File: src/rtl/sc_lives_controller.sv
// Lives sequencer for Frogger: turns collision edges into single-cycle upcount
// pulses, runs a respawn window after each hit and declares game over.
module sc_lives_controller #(
   parameter int unsigned DATAWIDTH      = 3,
   parameter int unsigned MAX_LIVES      = 3,
   parameter int unsigned RESPAWN_CYCLES = 25000000,
   parameter int unsigned TIMER_WIDTH    = 25
) (
   input  logic                 SC_LIVES_CONTROLLER_CLOCK_50,
   input  logic                 SC_LIVES_CONTROLLER_RESET_InHigh,
   input  logic                 SC_LIVES_CONTROLLER_start_InLow,
   input  logic                 SC_LIVES_CONTROLLER_collision_InHigh,
   input  logic [DATAWIDTH-1:0] SC_LIVES_CONTROLLER_livesUsed_In,
   output logic                 SC_LIVES_CONTROLLER_upcount_OutLow,
   output logic                 SC_LIVES_CONTROLLER_counterClear_OutHigh,
   output logic                 SC_LIVES_CONTROLLER_playing_OutHigh,
   output logic                 SC_LIVES_CONTROLLER_respawn_OutHigh,
   output logic                 SC_LIVES_CONTROLLER_gameOver_OutHigh,
   output logic [DATAWIDTH-1:0] SC_LIVES_CONTROLLER_livesLeft_Out
);

   typedef enum logic [2:0] {
      S_IDLE,
      S_CLEAR,
      S_PLAYING,
      S_HIT,
      S_SETTLE,
      S_RESPAWN,
      S_GAMEOVER
   } state_t;

   localparam logic [TIMER_WIDTH-1:0] TIMER_LOAD = TIMER_WIDTH'(RESPAWN_CYCLES - 1);
   localparam logic [TIMER_WIDTH-1:0] TIMER_ONE  = TIMER_WIDTH'(1);
   localparam logic [DATAWIDTH-1:0]   MAX_L      = DATAWIDTH'(MAX_LIVES);

   state_t                 state_q, state_d;
   logic [TIMER_WIDTH-1:0] timer_q, timer_d;
   logic                   start_q, collision_q;
   logic                   upcount_q, clear_q, playing_q, respawn_q, gameover_q;
   logic                   start_edge, hit_edge;

   assign start_edge = ~SC_LIVES_CONTROLLER_start_InLow & start_q;
   assign hit_edge   = SC_LIVES_CONTROLLER_collision_InHigh & ~collision_q;

   always_comb begin
      state_d = state_q;
      timer_d = timer_q;
      case (state_q)
         S_IDLE:     if (start_edge) state_d = S_CLEAR;
         S_CLEAR:    state_d = S_PLAYING;
         S_PLAYING:  if (hit_edge) state_d = S_HIT;
         S_HIT:      state_d = S_SETTLE;
         S_SETTLE: begin
            // the counter has absorbed the pulse by now, so the decision sees the new count
            if (SC_LIVES_CONTROLLER_livesUsed_In >= MAX_L) begin
               state_d = S_GAMEOVER;
            end else begin
               state_d = S_RESPAWN;
               timer_d = TIMER_LOAD;
            end
         end
         S_RESPAWN: begin
            if (timer_q == '0) state_d = S_PLAYING;
            else               timer_d = timer_q - TIMER_ONE;
         end
         S_GAMEOVER: if (start_edge) state_d = S_CLEAR;
         default:    state_d = S_IDLE;
      endcase
   end

   // Outputs are registered from the next state so they line up with state_q.
   always_ff @(posedge SC_LIVES_CONTROLLER_CLOCK_50) begin
      if (SC_LIVES_CONTROLLER_RESET_InHigh) begin
         state_q     <= S_IDLE;
         timer_q     <= '0;
         start_q     <= 1'b1;
         collision_q <= 1'b0;
         upcount_q   <= 1'b1;
         clear_q     <= 1'b1;
         playing_q   <= 1'b0;
         respawn_q   <= 1'b0;
         gameover_q  <= 1'b0;
      end else begin
         state_q     <= state_d;
         timer_q     <= timer_d;
         start_q     <= SC_LIVES_CONTROLLER_start_InLow;
         collision_q <= SC_LIVES_CONTROLLER_collision_InHigh;
         upcount_q   <= (state_d != S_HIT);
         clear_q     <= (state_d == S_IDLE) || (state_d == S_CLEAR);
         playing_q   <= (state_d == S_PLAYING);
         respawn_q   <= (state_d == S_RESPAWN);
         gameover_q  <= (state_d == S_GAMEOVER);
      end
   end

   assign SC_LIVES_CONTROLLER_upcount_OutLow       = upcount_q;
   assign SC_LIVES_CONTROLLER_counterClear_OutHigh = clear_q;
   assign SC_LIVES_CONTROLLER_playing_OutHigh      = playing_q;
   assign SC_LIVES_CONTROLLER_respawn_OutHigh      = respawn_q;
   assign SC_LIVES_CONTROLLER_gameOver_OutHigh     = gameover_q;

   assign SC_LIVES_CONTROLLER_livesLeft_Out =
      (SC_LIVES_CONTROLLER_livesUsed_In >= MAX_L) ? '0 : MAX_L - SC_LIVES_CONTROLLER_livesUsed_In;

endmodule

File: config.mk
export PLATFORM = sky130hd
export DESIGN_NAME = sc_lives_controller
export DESIGN_NICKNAME = d
export VERILOG_FILES = /design/src/rtl/sc_lives_controller.sv
export SDC_FILE = /design/constraint.sdc
export NUM_CORES = 1
export LEC_CHECK = 0
export BUFFER_PORTS_ARGS = -buffer_cell sky130_fd_sc_hd__buf_2
export CORE_ASPECT_RATIO = 1.5
export CORE_MARGIN = 2
export CORE_UTILIZATION = 62
export DETAILED_ROUTE_END_ITERATION = 6
export GPL_TIMING_DRIVEN = 0
export PLACE_DENSITY = 0.9
export SETUP_SLACK_MARGIN = 0.15
export SKIP_CTS_REPAIR_TIMING = 1
export SLEW_MARGIN = 20
export SYNTH_ARGS = -nofsm -noshare
export SYNTH_HDL_FRONTEND = slang
export SYNTH_SLANG_ARGS = --single-unit
File: constraint.sdc
create_clock -name SC_LIVES_CONTROLLER_CLOCK_50 -period 5.7 [get_ports SC_LIVES_CONTROLLER_CLOCK_50]
set_input_delay 0.285 -clock SC_LIVES_CONTROLLER_CLOCK_50 [delete_from_list [all_inputs] [get_ports SC_LIVES_CONTROLLER_CLOCK_50]]
set_output_delay 0.285 -clock SC_LIVES_CONTROLLER_CLOCK_50 [all_outputs]
set_load 0.05 [all_outputs]
==> impl_metrics.ini <==
[outcome]
outcome = finished, final reports clean

[clock_tree]
clockBufferDepth = 2
clkLatencyLatePin_ns = 0.29
cts_buffers = 5
cts_root_buffer = clkbuf_8
clock-sinks = 35
htree_levels = 2
cts_tree = yes
clk_pin_slew_ns = 0.07

[worst_setup_path]
crit_start = timer_q[4]
path_class = flip-flop to flip-flop
r2r_setup_slack_ns = 3.08
endpoint_kind = flip-flop
startpoint_type = flip-flop
r2r_cells = 7
cp_max_fo = 10
arrival_ns = 2.80
critical_path_required_ns = 5.88
rr_endpoint = timer_q[12]
crit_end = timer_q[12]
r2r_start = timer_q[4]

[layout]
layout.area.seq_um2 = 701
multi_input_area_um2 = 952
drive_above_1_share_pct = 17.3
layout_common_cells = dfxtp_1, buf_2, nor2_1
fillers = 221
diodes = 0
final_nets = 222
layout_commonest_cell = dfxtp_1
syn_to_final_growth_pct = 11.6

[die]
dieArea_mm2 = 0.00322
core_mm2 = 0.00265
die_h_um = 68.5
start_util_pct = 65.0
io_pins = 15
row_count = 23
dieWidth_um = 47.0

[routing]
drc = 0
drt_iter0_drc = 66
num_vias = 1648
dr.pass1.iters = 4
via_per_inst = 6.57
routed_wl_um = 4190
wl_per_cell_um = 16.7
ant_nets = 0

[grt]
grt_usage_pct = 30.4
grt_pass1_vias = 1539
grt_remaining_overflow = 0
grt_max_degree = 13
grt_pass1_wl_um = 6920
grt_antenna_before_repair = 0

[timing]
slew_violations = 0
period_share_pct = 45.9
hold_violations = 0
setup_tns_ns = 0
fmax_mhz = 382
fin_crit_ns = 2.62
relSlewSlack_pct = 62.2
skew_ns = 0.00309
tightest_slew_ns = 0.563
rsz0062_at_grt = no
setup_ws_ns = 3.08
setup_viol = 0

[synth]
ys_seq_area_share_pct = 40.7
synth_area_per_cell_um2 = 8.92
syn_inst = 193
ys_ff_latch = 35
synth_flop_cell = dfxtp_1
synthesis.nets = 202
async_flop_share_pct = 0
synth_edf_count = 0
yosysWarningCount = 0
synth.distinct_cells = 45
synth_area_mm2 = 0.00172

[pwr]
leakagePower_nw = 0.729
power_density_mw_per_mm2 = 343
vdd_drop_max_mv = 0.197

[placement]
dp_hpwl_um = 2930
gp_congestion = 0.863
post-place-ws_ns = 3.16
io_buffers = 13

[min_path]
hold_depth = 2
hp-class = primary input to flip-flop

[run]
drv_cap = 0
[metrics by stage]
step | instance area [µm²] | cells | total power, mW | hold slack [ns] | utilization (%)
6_report | 1920 | 251 | 0.659 | 0.209 | 72.6
5_1_grt | 1920 | 251 | 0.694 | 0.204 | 72.6
4_1_cts | 1920 | 251 | 0.660 | 0.209 | 72.6
3_5_place_dp | 1830 | 243 | 0.483 | 0.495 | 69.2
3_3_place_gp | 1830 | 243 | 0.474 | 0.467 | 69.2
2_1_floorplan | 1720 | 193 | 0.437 | 0.373 | -
[Yosys cell counts (all sizes together), types with 5 or more instances]
master	n	share of area, %
or4	13	6.1
o211ai	5	2.5
dfxtp	35	41
clkbuf	6	1.3
a21oi	12	3.5
o31ai	8	3.5
nand2	6	1.3
or3	9	3.3
a31oi	11	4.0
o21ai	9	2.8
nor2	13	2.8
or2	7	2.5
[critical path, cell delays in order, from the launching register on]
cell	delay (ns)
dfxtp_1	0.31
buf_6	0.13
nor4_1	0.53
nand4_1	0.42
o211ai_2	0.52
buf_4	0.28
nor3_1	0.06
o31a_1	0.27
[metal layers]
| layer | wire [µm] | share of wire, % | GRT usage, % | vias up |
|---|---|---|---|---|
| met5 | 0 | 0 | 0 | - |
| met1 | 1600 | 38 | 32.2 | 782 |
| li1 | - | - | - | 773 |
| met2 | 2260 | 54 | 53.1 | 79 |
| met3 | 224 | 5.3 | 6.51 | 14 |
| met4 | 114 | 2.7 | 17.7 | 0 |
[registers in the layout (all words and copies together) (netlist names)]
| register | count |
|---|---|
| timer_q | 25 |
| state_q | 3 |
| SC_LIVES_CONTROLLER_playing_OutHigh | 1 |
| SC_LIVES_CONTROLLER_respawn_OutHigh | 1 |
| SC_LIVES_CONTROLLER_upcount_OutLow | 1 |
| start_q | 1 |
| SC_LIVES_CONTROLLER_gameOver_OutHigh | 1 |
| SC_LIVES_CONTROLLER_counterClear_OutHigh | 1 |
| collision_q | 1 |
[final cells by class]
cell class                      count  share of cell area, %
Multi-Input combinational cell    144                   49.5
Sequential cell                    35                   36.5
Clock buffer                        5                   3.58
Timing Repair Buffer               13                   3.39
Buffer                             10                   2.80
Tap cell                           37                   2.41
Clock inverter                      3                   1.04
Inverter                            4                  0.781
[logic make-up after synthesis]
| logic type | share of synthesized area (%) |
|---|---|
| buffers and inverters | 4.00 |
| XOR/XNOR | 2.54 |
| adder cells (fa/ha/maj) | 1.45 |
| AND/OR/NAND/NOR | 28.2 |
| flip-flops | 40.7 |
| AO/OA/AOI/OAI | 22.9 |
| other | 0.218 |
[power breakdown]
| group | internal [mW] | switching (mW) |
|---|---|---|
| Sequential | 0.266 | 0.0109 |
| Clock | 0.0849 | 0.0950 |
| Combinational | 0.0641 | 0.138 |
| Total | 0.415 | 0.244 |
[how the worst min path moves through the flow]
stage | from | end | slack, ns
after floorplan | SC_LIVES_CONTROLLER_RESET_InHigh | state_q[2] | 0.37
after global placement | timer_q[23] | timer_q[23] | 0.47
after detailed placement | timer_q[19] | timer_q[19] | 0.50
after CTS | SC_LIVES_CONTROLLER_start_InLow | start_q | 0.21
after global routing | SC_LIVES_CONTROLLER_start_InLow | start_q | 0.20
final | SC_LIVES_CONTROLLER_start_InLow | start_q | 0.21
(Power assumes the default switching activity.)
